[config.mk]
export PLATFORM = sky130hd
export DESIGN_NAME = clock_run_ctrl
export DESIGN_NICKNAME = d
export VERILOG_FILES = /design/src/rtl/run_ctrl_pkg.sv /design/src/rtl/step_counter.sv /design/src/rtl/clock_run_ctrl.sv
export SDC_FILE = /design/constraint.sdc
export NUM_CORES = 1
export LEC_CHECK = 0
export CAP_MARGIN = 20
export CORE_AREA = 2 2 68 70
export CTS_CLUSTER_DIAMETER = 100
export CTS_CLUSTER_SIZE = 24
export DETAILED_ROUTE_END_ITERATION = 10
export DIE_AREA = 0 0 70 72
export HOLD_SLACK_MARGIN = 0.1
export PLACE_DENSITY = 0.83
export SYNTH_ARGS = -nofsm -noshare
export SYNTH_HDL_FRONTEND = slang
export SYNTH_SLANG_ARGS = --single-unit
[constraint.sdc]
create_clock -name clk -period 2.4 [get_ports clk]
set_clock_uncertainty 0.1 [all_clocks]
set_input_delay 0.6 -clock clk [delete_from_list [all_inputs] [get_ports clk]]
set_output_delay 0.6 -clock clk [all_outputs]
set_load 0.05 [all_outputs]
[src/rtl/run_ctrl_pkg.sv]
// Shared types for the gated-clock run-control sequencer.
package run_ctrl_pkg;

   typedef enum logic [1:0] {
      HALTED = 2'd0,
      RUN    = 2'd1,
      STEP   = 2'd2
   } run_state_t;

   typedef enum logic [1:0] {
      OP_NOP  = 2'b00,
      OP_RUN  = 2'b01,
      OP_STEP = 2'b10,
      OP_HALT = 2'b11
   } cmd_op_t;

endpackage

[src/rtl/step_counter.sv]
// Loadable down-counter holding the number of STEP cycles still to run.
module step_counter #(
   parameter int CNT_W = 16
) (
   input  logic             clk,
   input  logic             reset,
   input  logic             load,
   input  logic             clr,
   input  logic             dec,
   input  logic [CNT_W-1:0] load_val,
   output logic [CNT_W-1:0] count,
   output logic             is_one
);

   logic [CNT_W-1:0] r_count;

   always_ff @(posedge clk) begin
      if (reset || clr) begin
         r_count <= '0;
      end else if (load) begin
         r_count <= load_val;
      end else if (dec && (r_count != '0)) begin
         r_count <= r_count - CNT_W'(1);
      end
   end

   assign count  = r_count;
   assign is_one = (r_count == CNT_W'(1));

endmodule

[src/rtl/clock_run_ctrl.sv]
// Run-control sequencer producing the registered core clock-enable.
// Build option: BREAKPOINT_EN halts on pc == bp_addr (bp_hit tied low otherwise).
module clock_run_ctrl
   import run_ctrl_pkg::*;
#(
   parameter int CNT_W  = 16,
   parameter int ADDR_W = 32
) (
   input  logic              clk,
   input  logic              reset,
   input  logic              cmd_valid,
   output logic              cmd_ready,
   input  logic [1:0]        cmd_op,
   input  logic [CNT_W-1:0]  cmd_count,
   input  logic [ADDR_W-1:0] pc,
   input  logic [ADDR_W-1:0] bp_addr,
   input  logic              bp_valid,
   output logic              core_en,
   output logic              running,
   output logic [CNT_W-1:0]  steps_left,
   output logic              done,
   output logic              bp_hit,
   output logic              err
);

   run_state_t       r_state;
   run_state_t       w_next_state;
   logic             r_core_en;
   logic             r_done;
   logic             r_bp_hit;
   logic             r_err;
   logic             w_done_nxt;
   logic             w_bp_hit_nxt;
   logic             w_err_nxt;
   logic             w_load;
   logic             w_clr;
   logic             w_dec;
   logic             w_is_one;
   logic             w_bp_match;
   cmd_op_t          w_cmd;
   logic [CNT_W-1:0] w_count;

   assign w_cmd = cmd_valid ? cmd_op_t'(cmd_op) : OP_NOP;

`ifdef BREAKPOINT_EN
   logic r_first;

   // Suppress the match in the first enabled cycle so a resume at the breakpoint PC progresses.
   always_ff @(posedge clk) begin
      if (reset) begin
         r_first <= 1'b0;
      end else begin
         r_first <= (r_state == HALTED) && (w_next_state != HALTED);
      end
   end

   assign w_bp_match = (r_state != HALTED) && r_core_en && bp_valid &&
                       (pc == bp_addr) && !r_first;
`else
   logic w_unused;
   assign w_unused   = ^{pc, bp_addr, bp_valid};
   assign w_bp_match = 1'b0;
`endif

   always_ff @(posedge clk) begin
      if (reset) begin
         r_state <= HALTED;
      end else begin
         r_state <= w_next_state;
      end
   end

   always_comb begin
      w_next_state = r_state;
      w_done_nxt   = 1'b0;
      w_bp_hit_nxt = 1'b0;
      w_err_nxt    = 1'b0;
      w_load       = 1'b0;
      w_clr        = 1'b0;
      w_dec        = 1'b0;
      case (r_state)
         HALTED: begin
            case (w_cmd)
               OP_RUN: w_next_state = RUN;
               OP_STEP: begin
                  if (cmd_count != '0) begin
                     w_next_state = STEP;
                     w_load       = 1'b1;
                  end else begin
                     w_done_nxt = 1'b1;
                  end
               end
               default: ;
            endcase
         end
         RUN, STEP: begin
            w_dec     = (r_state == STEP) && r_core_en;
            w_err_nxt = (w_cmd == OP_RUN) || (w_cmd == OP_STEP);
            // Any mix of HALT, last step and breakpoint collapses into one halt and one done.
            if ((w_cmd == OP_HALT) || w_bp_match || (w_dec && w_is_one)) begin
               w_next_state = HALTED;
               w_done_nxt   = 1'b1;
               w_bp_hit_nxt = w_bp_match;
               w_clr        = 1'b1;
            end
         end
         default: w_next_state = HALTED;
      endcase
   end

   always_ff @(posedge clk) begin
      if (reset) begin
         r_core_en <= 1'b0;
         r_done    <= 1'b0;
         r_bp_hit  <= 1'b0;
         r_err     <= 1'b0;
      end else begin
         r_core_en <= (w_next_state != HALTED);
         r_done    <= w_done_nxt;
         r_bp_hit  <= w_bp_hit_nxt;
         r_err     <= w_err_nxt;
      end
   end

   step_counter #(
      .CNT_W(CNT_W)
   ) u_step_counter (
      .clk      (clk),
      .reset    (reset),
      .load     (w_load),
      .clr      (w_clr),
      .dec      (w_dec),
      .load_val (cmd_count),
      .count    (w_count),
      .is_one   (w_is_one)
   );

   assign cmd_ready  = 1'b1;
   assign core_en    = r_core_en;
   assign running    = r_core_en;
   assign steps_left = w_count;
   assign done       = r_done;
   assign bp_hit     = r_bp_hit;
   assign err        = r_err;

endmodule
=== Yosys cells after proc, flatten, opt, wreduce, memory -nomap -nowiden ===
Index checks and enable logic that the tools add are counted.

* Register bits after elaboration: 21
* Output and inout port bits: 22
* Word-level logic and storage cells: 42

* $add $sub $neg: 1
* Equality and inequality tests: 6
* Mux-type cells: 16
* Bitwise logic cells: 1
* Reductions and logical operators: 13

{| class="wikitable"
|+ Operators by type and width
! operator !! count
|-
| $mux 16 || 2
|-
| $reduce_bool 16->1 || 2
|-
| $eq 16x1->1 const B || 1
|-
| $sub 16x1->16 const B || 1
|-
| $mux 1 || 8
|-
| $pmux 2 s2 || 2
|-
| $eq 2x2->1 const B || 3
|-
| $mux 2 || 3
|-
| $eq 2x1->1 const B || 2
|-
| $reduce_bool 2->1 || 2
|-
| $reduce_or 2->1 || 2
|-
| $logic_and 1x1->1 || 3
|-
| $logic_or 1x1->1 || 3
|-
| $logic_not 2->1 || 1
|-
| $pmux 1 s2 || 1
|-
| $not 1->1 || 1
|}

=== Logic depth before layout (Yosys ltp) ===
* Depth in word-level cells: 7
* Gate-level depth with buffers: 9

=== Hierarchy ===
From an unflattened synthesis, not the netlist that was laid out.

* Cell total of the unflattened synthesis: 162
* Area total of the unflattened synthesis: 1373.8 µm²

{| class="wikitable"
|+ Modules (own cells, without submodules)
! module !! times used !! cells each !! area each (µm²) !! seq. area each (µm²)
|-
| step_counter || 1 || 114 || 954.7 || 320.3
|-
| clock_run_ctrl || 1 || 48 || 419.2 || 100.1
|}

=== Least setup slack after synthesis ===
No wires, ideal clock.

* Path kind: reg2reg
* From: reg u_step_counter.r_count[8] (netlist: u_step_counter.count[8])
* To: reg u_step_counter.r_count[5] (netlist: u_step_counter.count[5])
* Setup time: 86 ps
* Arrival time: 2181 ps
* Path slack: 33 ps
* Cell stages (with the launch flop): 7
* Buffers on the path: 0
* Period minus slack after synthesis: 2367 ps
* Cells stage by stage: dfxtp_1 > nor2_1 > and4_1 > and3_1 > or4_1 > xor2_1 > a211oi_1

* Cells in the longest elaborated chain, start to end: 6
* Elaborated cells on any way between the ends: 9
* Classes of those cells: eq/ne (1); mux (2); reduce/logical (6)

{| class="wikitable"
|+ RTL lines
! element !! RTL line !! source
|-
| start, declared || step_counter.sv:15 || <nowiki>logic [CNT_W-1:0] r_count;</nowiki>
|-
| start signal, assigned || step_counter.sv:21 || <nowiki>r_count <= load_val;</nowiki>
|-
| start signal, assigned || step_counter.sv:23 || <nowiki>r_count <= r_count - CNT_W'(1);</nowiki>
|-
| $eq 16x1->1 || step_counter.sv:28 || <nowiki>assign is_one = (r_count == CNT_W'(1));</nowiki>
|-
| $logic_and 1x1->1 || clock_run_ctrl.sv:100 || <nowiki>if ((w_cmd == OP_HALT) || w_bp_match || (w_dec && w_is_one)) begin</nowiki>
|-
| $logic_or 1x1->1 || clock_run_ctrl.sv:100 ||
|-
| $mux 1 || clock_run_ctrl.sv:100 ||
|-
| $mux 1 || clock_run_ctrl.sv:81 || <nowiki>case (r_state)</nowiki>
|-
| $logic_or 1x1->1 || step_counter.sv:18 || <nowiki>if (reset || clr) begin</nowiki>
|}

Parallel ways exist; a longest one is shown, timed or not.
A chain may end at the register's enable or synchronous reset.

=== Final worst setup path ===
* From: reg u_step_counter.r_count[2] (netlist: u_step_counter.count[2])
* To: out steps_left[2]

{| class="wikitable"
|+ RTL lines
! element !! RTL line !! source
|-
| end, declared || clock_run_ctrl.sv:20 || <nowiki>output logic [CNT_W-1:0] steps_left,</nowiki>
|}

No word-level cell between the ends.

==> flow_metrics.env <==
export IMPL_outcome="completed"
export IMPL_areaGrowthSynthToFinish_pct=45.2
export IMPL_r2r_end="u_step_counter.count[14]$_SDFFE_PP0P_"
export IMPL_synth_seq_cells=21
export IMPL_avgRoutedWirePerCell_microns=14.1
export IMPL_yosys_warnings=0
export IMPL_use_met2_pct=26.9
export IMPL_rows=24
export IMPL_critPathMaxStageDelay_ns=0.85
export IMPL_first_pass_iters=4
export IMPL_required_ns=1.70
export IMPL_ant_nets=0
export IMPL_clk_pin_slew_worst_paths_ns=0.09
export IMPL_htreeDepth=1
export IMPL_via_per_inst=5.20
export IMPL_synthesis_nets=254
export IMPL_arrival_ns=1.61
export IMPL_cts_root_buf="clkbuf_8"
export IMPL_die_h_microns=72
export IMPL_drive_gt1_share_pct=14.8
export IMPL_min_to="u_step_counter.count[10]$_SDFFE_PP0P_"
export IMPL_whs_path_depth=2
export IMPL_gp_congestion=0.889
export IMPL_coreArea_sq_um=4260
export IMPL_grt_pass1_vias=1323
export IMPL_fin_nets=306
export IMPL_critPathMaxFanout=7
export IMPL_vias=1362
export IMPL_powerDensity_nw_per_um2=505
export IMPL_worst_skew_pair_late_latency_ns=0.27
export IMPL_max_clock_path_buffers=2
export IMPL_top_usage_layer="met2"
export IMPL_fin_crit_sh_pct=96.2
export IMPL_cts_made_buffers=3
export IMPL_hp_class="reg2reg"
export IMPL_worstSetupStartpointType="flip-flop"
export IMPL_dp_hpwl_mm=2.89
export IMPL_start_util_pct=31.9
export IMPL_maxCapViolCount=0
export IMPL_cts_hold_buf=0
export IMPL_ioPinCount=108
export IMPL_grt_antenna_before_repair=0
export IMPL_route_detailed_drc=0
export IMPL_drt_iter0_markers=130
export IMPL_cts_sinks=21
export IMPL_synthCells=159
export IMPL_grt_pass1_wl_mm=6.28
export IMPL_r2r_start="r_state[1]$_SDFF_PP0_"
export IMPL_synth_area_per_cell_sq_um=8.55
export IMPL_die_area_sq_um=5040
export IMPL_met3_usage_pct=4.72
export IMPL_p_leak_nw=0.753
export IMPL_grt_max_degree=17
export IMPL_fillerInstances=423
export IMPL_path_cells="clkdlybuf4s50_1"
export IMPL_ys_seq_area_share_pct=30.9
export IMPL_irDropWorstVdd_mv=0.299
export IMPL_finalPower_uw=997
export IMPL_postCtsSetupRepairBufs=0
export IMPL_critPathKind="reg2out"
export IMPL_crit_family="buffers and inverters"
export IMPL_layoutNonFillerInstCount=262
export IMPL_die_w_microns=70
export IMPL_maxSlewHeadroom_pct=65.3
export IMPL_ctsResizeCount=0
export IMPL_reg2regPathDepth=8
export IMPL_rsz0062_at_grt="false"
export IMPL_cp_num_buf_inv=1
export IMPL_endpoint_kind="primary output"
export IMPL_finalHoldViolCount=0
export IMPL_grt_util_all_layers_pct=15.5
export IMPL_r2r_slack_ns=0.21
export IMPL_cts_tree="built"
export IMPL_max_freq_mhz=433
export IMPL_fin_crit_ns=2.31
export IMPL_placedCellCount=258
export IMPL_routed_wl_mm=3.69
export IMPL_worst_slew_pin_slew_ns=0.519
export IMPL_syn_area_sq_um=1360
export IMPL_finalSetupViolCount=0
export IMPL_ys_types=38
export IMPL_report_final_slew_viol_count=0
export IMPL_port_buffers=40
export IMPL_antennaDiodeCount=0
export IMPL_worstHoldStart="u_step_counter.count[10]$_SDFFE_PP0P_"
export IMPL_grt_use_met1_pct=18.6
export IMPL_cp_slowest_cell="clkdlybuf4s50_1"
export IMPL_gr_total_overflow=0
-- flip-flops by register name, indices dropped and copies added (netlist names) --
name / flops
done: 1
core_en: 1
u_step_counter.count: 16
err: 1
r_state: 2
-- power breakdown --
part | internal [mW] | switching (mW) | total, mW
clock | 0.116 | 0.134 | 0.251
sequential | 0.371 | 0.0319 | 0.403
combinational | 0.147 | 0.196 | 0.343
total | 0.634 | 0.362 | 0.997
-- synthesized netlist by cell type --
cell type  instances  share of area, %
nor4_4             1               1.6
buf_4              3               1.7
mux2_2             1              0.83
o31ai_1            1              0.55
nor3_1             7               2.6
nor4b_4            2               3.5
nand2_1            7               1.9
o21ai_1            1              0.37
mux2i_1            2               1.5
and4_1             1              0.64
a32oi_1            1              0.64
and2_1             2              0.92
or4_4              1              0.83
clkbuf_1           3              0.83
a31oi_1            2              0.92
or4_1              2               1.1
nor2_1            25               6.9
dfxtp_1           21                31
inv_1              8               2.2
a211oi_2           2               1.8
buf_2              2              0.74
and3_1             3               1.4
or2_1              1              0.46
nand2b_1           1              0.46
o21ai_2            1              0.64
a21oi_1            1              0.37
a211oi_1          12               6.6
ha_1               9               8.3
conb_1             2              0.55
nor4_1             7               3.2
nand3_1            4               1.5
o21ai_0            2              0.74
o21a_1             2               1.1
xnor2_1           11               7.1
nand4_1            3               1.4
o221ai_1           1              0.64
xor2_1             3               1.9
o41ai_1            1              0.64
-- per-stage QoR --
step	util, %	cell area, sq um	setup WS [ns]	TNS, ns	hold slack (ns)
finish	46.3	1970	0.0902	0	0.517
global route	46.3	1970	0.0197	0	0.549
CTS	45.7	1950	0.0769	0	0.520
detailed placement	44.6	1900	-0.102	-0.975	0.505
global placement	44.6	1900	-0.0398	-0.344	0.487
floorplan	-	1360	0.0331	0	0.540
-- layer usage --
layer,up-vias,part of all wire (%)
met1,632,42
met3,6,7.2
met2,52,49
met4,0,1.5
met5,-,0
li1,672,-
-- worst max path at each step --
stage,start,endpoint,slack [ns],cells past startpoint
2_1_floorplan,u_step_counter.count[8]$_SDFFE_PP0P_,u_step_counter.count[5]$_SDFFE_PP0P_,0.03,6
3_3_place_gp,cmd_count[3],u_step_counter.count[8]$_SDFFE_PP0P_,-0.04,7
3_5_place_dp,cmd_valid,u_step_counter.count[14]$_SDFFE_PP0P_,-0.10,9
4_1_cts,u_step_counter.count[7]$_SDFFE_PP0P_,steps_left[7],0.08,1
5_1_grt,u_step_counter.count[2]$_SDFFE_PP0P_,steps_left[2],0.02,1
6_report,u_step_counter.count[2]$_SDFFE_PP0P_,steps_left[2],0.09,1
-- kinds of logic after synthesis --
logic type | Yosys count | share of synthesized area, %
multiplexers | 3 | 2.30
adder cells (fa/ha/maj) | 9 | 8.29
flip-flops | 21 | 30.9
AND/OR/NAND/NOR | 67 | 28.4
XOR/XNOR | 14 | 9.02
buffers and inverters | 16 | 5.43
AO/OA/AOI/OAI | 27 | 15.1
other | 2 | 0.553
-- cell usage in the layout (no fill, tap or decap), types with 3 or more instances in the layout --
| cell type | synthesis | final |
|---|---|---|
| clkdlybuf4s50_1 | 0 | 39 |
| nor2_1 | 25 | 25 |
| dfxtp_1 | 21 | 21 |
| buf_4 | 3 | 15 |
| a211oi_1 | 12 | 12 |
| xnor2_1 | 11 | 11 |
| inv_1 | 8 | 8 |
| ha_1 | 9 | 8 |
| nand2_1 | 7 | 7 |
| nor4_1 | 7 | 7 |
| nor3_1 | 7 | 7 |
| nand4_1 | 3 | 3 |
| nand3_1 | 4 | 3 |
| and3_1 | 3 | 3 |
| xor2_1 | 3 | 3 |
| clkbuf_8 | 0 | 3 |
-- final cells by class --
class / count / area (sq um) / area share (%)
Tap cell: 52 / 65.1 / 3.30
Clock inverter: 1 / 5.00 / 0.254
Clock buffer: 3 / 41.3 / 2.09
Sequential cell: 21 / 420 / 21.3
Multi-Input combinational cell: 122 / 888 / 45.0
Inverter: 8 / 30.0 / 1.52
Timing Repair Buffer: 55 / 523 / 26.5
Power figures use the tool's default switching activity.
